## src/rtl/latch_rd_pkg.sv

```systemverilog
// Shared types and default sizing for the latch-bank snapshot reader.
package latch_rd_pkg;

    typedef enum logic [2:0] {
        IDLE,
        OPEN,
        HOLD,
        LOAD,
        SHIFT
    } rd_state_t;

    localparam int RD_WIDTH_DEF  = 8;
    localparam int RD_OPEN_DEF   = 2;
    localparam int RD_SETTLE_DEF = 2;

endpackage

```

## src/rtl/piso_shift_reg.sv

```systemverilog
// Parallel-load, serial-out register, LSB first, with a registered flag on the final bit.
module piso_shift_reg #(
    parameter int WIDTH = 8
) (
    input  logic             clk,
    input  logic             rst_n,
    input  logic             load,
    input  logic             shift,
    input  logic [WIDTH-1:0] din,
    output logic             dout,
    output logic             last
);

    localparam int IDX_W = $clog2(WIDTH + 1);
    localparam logic [IDX_W-1:0] IDX_PRELAST = IDX_W'(WIDTH - 2);

    logic [WIDTH-1:0] sr;
    logic [IDX_W-1:0] idx;

    // last is set when the index reaches WIDTH-1, so it is a flop rather than a compare
    always_ff @(posedge clk) begin
        if (!rst_n) begin
            sr   <= '0;
            idx  <= '0;
            last <= 1'b0;
        end else if (load) begin
            sr   <= din;
            idx  <= '0;
            last <= 1'b0;
        end else if (shift) begin
            sr   <= {1'b0, sr[WIDTH-1:1]};
            idx  <= idx + 1'b1;
            last <= (idx == IDX_PRELAST);
        end
    end

    assign dout = sr[0];

endmodule

```

## src/rtl/latch_snapshot_reader.sv

```systemverilog
// Drives a latch bank's enable for a window, lets it settle, captures the held word
// and streams it out LSB first over a valid/ready handshake.
module latch_snapshot_reader
    import latch_rd_pkg::*;
#(
    parameter int WIDTH       = RD_WIDTH_DEF,
    parameter int OPEN_CYCLES = RD_OPEN_DEF,
    parameter int SETTLE      = RD_SETTLE_DEF
) (
    input  logic             clk,
    input  logic             rst_n,
    input  logic             req,
    output logic             ena,
    input  logic [WIDTH-1:0] q_bus,
    output logic             out_valid,
    input  logic             out_ready,
    output logic             out_bit,
    output logic             out_last,
    output logic             busy
);

    localparam int MAX_CNT = (OPEN_CYCLES > SETTLE) ? OPEN_CYCLES : SETTLE;
    localparam int CNT_W   = $clog2(MAX_CNT + 1);
    localparam logic [CNT_W-1:0] OPEN_END = CNT_W'(OPEN_CYCLES - 1);
    localparam logic [CNT_W-1:0] HOLD_END = CNT_W'((SETTLE > 0) ? SETTLE - 1 : 0);

    rd_state_t        state;
    rd_state_t        state_nx;
    logic [CNT_W-1:0] cnt;
    logic             xfer;
    logic             ena_nx;
    logic             valid_nx;
    logic             busy_nx;

    assign xfer = out_valid & out_ready;

    // Outputs are decoded from the next state so they line up with the state register
    always_comb begin
        state_nx = state;
        case (state)
            IDLE:    if (req) state_nx = OPEN;
            OPEN:    if (cnt == OPEN_END) state_nx = (SETTLE == 0) ? LOAD : HOLD;
            HOLD:    if (cnt == HOLD_END) state_nx = LOAD;
            LOAD:    state_nx = SHIFT;
            SHIFT:   if (xfer && out_last) state_nx = IDLE;
            default: state_nx = IDLE;
        endcase
        ena_nx   = (state_nx == OPEN);
        valid_nx = (state_nx == SHIFT);
        busy_nx  = (state_nx != IDLE);
    end

    // The window counter restarts on every state entry and only advances while timing a window
    always_ff @(posedge clk) begin
        if (!rst_n) begin
            state     <= IDLE;
            cnt       <= '0;
            ena       <= 1'b0;
            out_valid <= 1'b0;
            busy      <= 1'b0;
        end else begin
            state     <= state_nx;
            ena       <= ena_nx;
            out_valid <= valid_nx;
            busy      <= busy_nx;
            if (state_nx != state) begin
                cnt <= '0;
            end else if (state == OPEN || state == HOLD) begin
                cnt <= cnt + 1'b1;
            end
        end
    end

    piso_shift_reg #(
        .WIDTH (WIDTH)
    ) u_piso (
        .clk   (clk),
        .rst_n (rst_n),
        .load  (state == LOAD),
        .shift (xfer),
        .din   (q_bus),
        .dout  (out_bit),
        .last  (out_last)
    );

endmodule

```

## config.mk

```make
export PLATFORM = sky130hd
export DESIGN_NAME = latch_snapshot_reader
export DESIGN_NICKNAME = d
export VERILOG_FILES = /design/src/rtl/latch_rd_pkg.sv /design/src/rtl/piso_shift_reg.sv /design/src/rtl/latch_snapshot_reader.sv
export SDC_FILE = /design/constraint.sdc
export NUM_CORES = 1
export LEC_CHECK = 0
export CAP_MARGIN = 20
export CORE_ASPECT_RATIO = 1.25
export CORE_MARGIN = 5
export CORE_UTILIZATION = 50
export CTS_CLUSTER_DIAMETER = 120
export DETAILED_ROUTE_END_ITERATION = 6
export GPL_TIMING_DRIVEN = 0
export HOLD_SLACK_MARGIN = 0.05
export PLACE_DENSITY = 0.81
export SKIP_CTS_REPAIR_TIMING = 1
export SYNTH_ARGS = -nofsm -noshare
export SYNTH_HDL_FRONTEND = slang
export SYNTH_SLANG_ARGS = --single-unit
```

## constraint.sdc

```tcl
create_clock -name clk -period 1.6 [get_ports clk]
set_input_delay 0.32 -clock clk [delete_from_list [all_inputs] [get_ports clk]]
set_output_delay 0.32 -clock clk [all_outputs]
set_load 0.05 [all_outputs]
```

==> metrics.log <==
[metrics] element type at the critical path end: primary output
[metrics] number of buffers inserted during clock tree synthesis: 3
[metrics] Clock Sinks: 21
[metrics] Syn. warnings: 0
[metrics] Crit-path slowest cell: sky130_fd_sc_hd__dlymetal6s2s_1
[metrics] count of endpoints failing hold in the final timing report: 0
[metrics] net total in the final layout: 148
[metrics] proportion of synthesized flip-flops having asynchronous set or reset: 0%
[metrics] Post-synth EDFFs: 0
[metrics] Std-Cell Rows: 18
[metrics] H-Tree Depth: 1
[metrics] core footprint: 1940 um^2
[metrics] Initial DRC Count: 21
[metrics] Worst Setup Slack, final: 129 ps
[metrics] syn_area_per_cell: 8.90 um^2
[metrics] antenna violations before repair: 0
[metrics] final worst path period share: 91.9%
[metrics] clock-pin slew on the worst setup and hold paths: 120 ps
[metrics] count of final setup violators: 0
[metrics] RSZ-0062 raised after global routing: false
[metrics] maximum vdd ir drop: 486 uV
[metrics] ys flop type: sky130_fd_sc_hd__dfxtp_1
[metrics] core utilization of the finished layout: 63.1%
[metrics] Worst R2R End: cnt[1]
[metrics] number of global-route vias before repair: 826
[metrics] y dimension of the die: 59.9 um
[metrics] residual DRC count: 0
[metrics] maximum number of pins on one net before global-route repair: 13
[metrics] Clock Skews: 0.728 ps
[metrics] Syn Std Cell Area: 997 um^2
[metrics] Critical Path Start Type: flop
[metrics] number of fill cells: 157
[metrics] pre-CTS WS: -93.5 ps
[metrics] Data arrival, critical path: 1150 ps
[metrics] number of distinct library cells after synthesis: 30
[metrics] worst path cell trace: dlymetal6s2s_1
[metrics] required time of the critical path: 1280 ps
[metrics] run status: complete, no violations
[metrics] leakage power: 0.498 nW
[metrics] Buffers on Ports: 16
[metrics] Min-Delay Endpoint: u_piso.last
[metrics] Bufs and invs on worst path: 1
[metrics] worst r2r path cells: 4
[metrics] kind of path behind the tightest hold check: reg2reg
[metrics] first-pass GRT wire length: 3670 um
[metrics] worst-case headroom to the max-slew limit: 66.4%
[metrics] post-detailed-placement half-perimeter wirelength: 1500 um
[metrics] routed wire length per instance: 14.0 um
[metrics] layout cell share with drive strength beyond 1: 12.1%
[metrics] transition time of the tightest slew-check pin: 503 ps
[metrics] gpl congestion: 0.777
[metrics] max cap viols: 0
[metrics] final instance area: 1220 um^2
[metrics] clock latency on the worst-skew pair: 310 ps
[metrics] fin. max-slew vios: 0
[metrics] number of buffers on the longest clock path: 2
[metrics] power per unit of standard cell area: 799 nW/um^2
[metrics] Hold Slack: 478 ps
[metrics] fin crit period: 1470 ps
[metrics] Total Routed Length: 2130 um
[metrics] gate count of the mapped netlist: 112
[metrics] GRT Overall Usage: 15.9%
[metrics] global route total overflow: 0
[metrics] Hold Crit Depth: 2
[metrics] Vias per Instance: 5.68
[metrics] delay of the slowest cell on the worst path: 440 ps
[metrics] total inserted antenna cells: 0
[metrics] number of iterations in the first detailed-routing pass: 4
[metrics] fmax: 0.680 GHz
[metrics] effective utilization at floorplan: 51.5%
[metrics] die area: 2990 um^2
[metrics] CTS tree: built
[metrics] Reg2Reg Launch Point: cnt[1]
[metrics] launch point of the worst hold path: u_piso.last
[metrics] largest fanout on the critical path: 4
[metrics] remaining antenna violation count: 0
[metrics] category of cells accounting for the largest share of critical-path delay: buffers and inverters
[metrics] root buffer cell: sky130_fd_sc_hd__clkbuf_4
[metrics] total via count in the routed design: 864
[metrics] width of the die: 49.9 um
[metrics] reg-to-reg setup timing slack: 220 ps
[metrics] critical setup path kind: reg2out
[metrics] share of synthesized area occupied by flip-flops and latches: 42.2%
[metrics] area added between synthesis and finish: 22.6%
[metrics] flip-flop and latch count after synthesis: 21
[metrics] instance area after placement: 1180 um^2
[metrics] nets in the synthesized netlist: 127
[metrics] IO Pins: 17
## cells in the final DEF (no fill, tap or decap), drive strengths merged
cell type      count
a21oi              7
buf                5
a2111oi            1
mux2               1
clkbuf             6
nor3b              1
or2                1
clkdlybuf4s50     11
a311oi             9
clkinv             1
nand2b             2
xor2               1
xnor2              2
nand2             13
nand3b             2
nand4b             2
a2bb2oi            1
o21ai              2
ha                 3
dfxtp             21
or3                4
mux2i              1
nand3             12
inv                4
dlymetal6s2s       5
nor2              10
nor2b              2
o32a               1
o21ba              1
## area by class of cell
class	count	area, um^2	area share [%]
clock buffer	3	22.5	1.84
multi-input combinational	79	513	42.0
clock inverter	1	5.00	0.409
sequential	21	420	34.4
timing repair buffer	16	173	14.1
inverter	4	15.0	1.23
tap	20	25.0	2.05
buffer	8	48.8	3.99
## how the worst max path moves through the flow
| stage | start | endpoint | slack (ps) | cells after the start |
|---|---|---|---|---|
| after detailed placement | out_ready | u_piso.idx[2] | -90 | 5 |
| after global routing | out_valid | out_valid | 70 | 1 |
| final | out_valid | out_valid | 130 | 1 |
| after floorplan | out_valid | u_piso.idx[2] | 220 | 4 |
| after CTS | out_valid | out_valid | -270 | 1 |
| after global placement | out_ready | u_piso.sr[5] | -60 | 4 |
## registers in the layout (all words and copies together) (netlist names)
register and cells:
state 3, ena 1, cnt 2, u_piso.sr 8
u_piso.last 1, busy 1, u_piso.idx 4, out_valid 1
## per-layer routing
| layer | part of all wire [%] | track usage [%] | vias up | wire length [um] |
|---|---|---|---|---|
| met2 | 49 | 25.1 | 25 | 1050 |
| li1 | - | - | 435 | - |
| met4 | 2.9 | 10.1 | 0 | 62 |
| met5 | 0 | 0 | - | 0 |
| met3 | 4.4 | 2.74 | 5 | 94 |
| met1 | 43 | 20.0 | 399 | 925 |
## power by group
group | switching (mW) | internal, mW
registers | 0.00779 | 0.540
logic | 0.0874 | 0.0792
clock network | 0.169 | 0.0936
total | 0.264 | 0.713
## synthesized netlist by cell type, types with 3 or more instances
cell                       count  area (um^2)
sky130_fd_sc_hd__or3_1         4         25.0
sky130_fd_sc_hd__nand3_1      12         60.1
sky130_fd_sc_hd__nor2_1       10         37.5
sky130_fd_sc_hd__dfxtp_1      21          420
sky130_fd_sc_hd__ha_1          3         37.5
sky130_fd_sc_hd__nand2_1      13         48.8
sky130_fd_sc_hd__inv_1         4         15.0
sky130_fd_sc_hd__buf_2         3         15.0
sky130_fd_sc_hd__a311oi_1      8         70.1
sky130_fd_sc_hd__clkbuf_1      3         11.3
sky130_fd_sc_hd__a21oi_1       7         35.0
## through the flow
stage,total power [mW],cells,setup TNS [ps]
2_1_floorplan,0.668,112,0
3_3_place_gp,0.723,148,-323
3_5_place_dp,0.726,148,-460
4_1_cts,0.984,152,-1030
5_1_grt,1.02,152,0
6_report,0.977,152,0
## kinds of logic after synthesis
kind of cell    Yosys count  synth area share [%]
xor+xnor                  3                  3.39
flops                    21                  42.2
mux                       2                  2.13
fa+ha+maj                 3                  3.76
compound gates           22                  17.4
buf+inv                  12                  6.40
simple gates             49                  24.7
No activity file was read; power rests on OpenSTA's default activity.
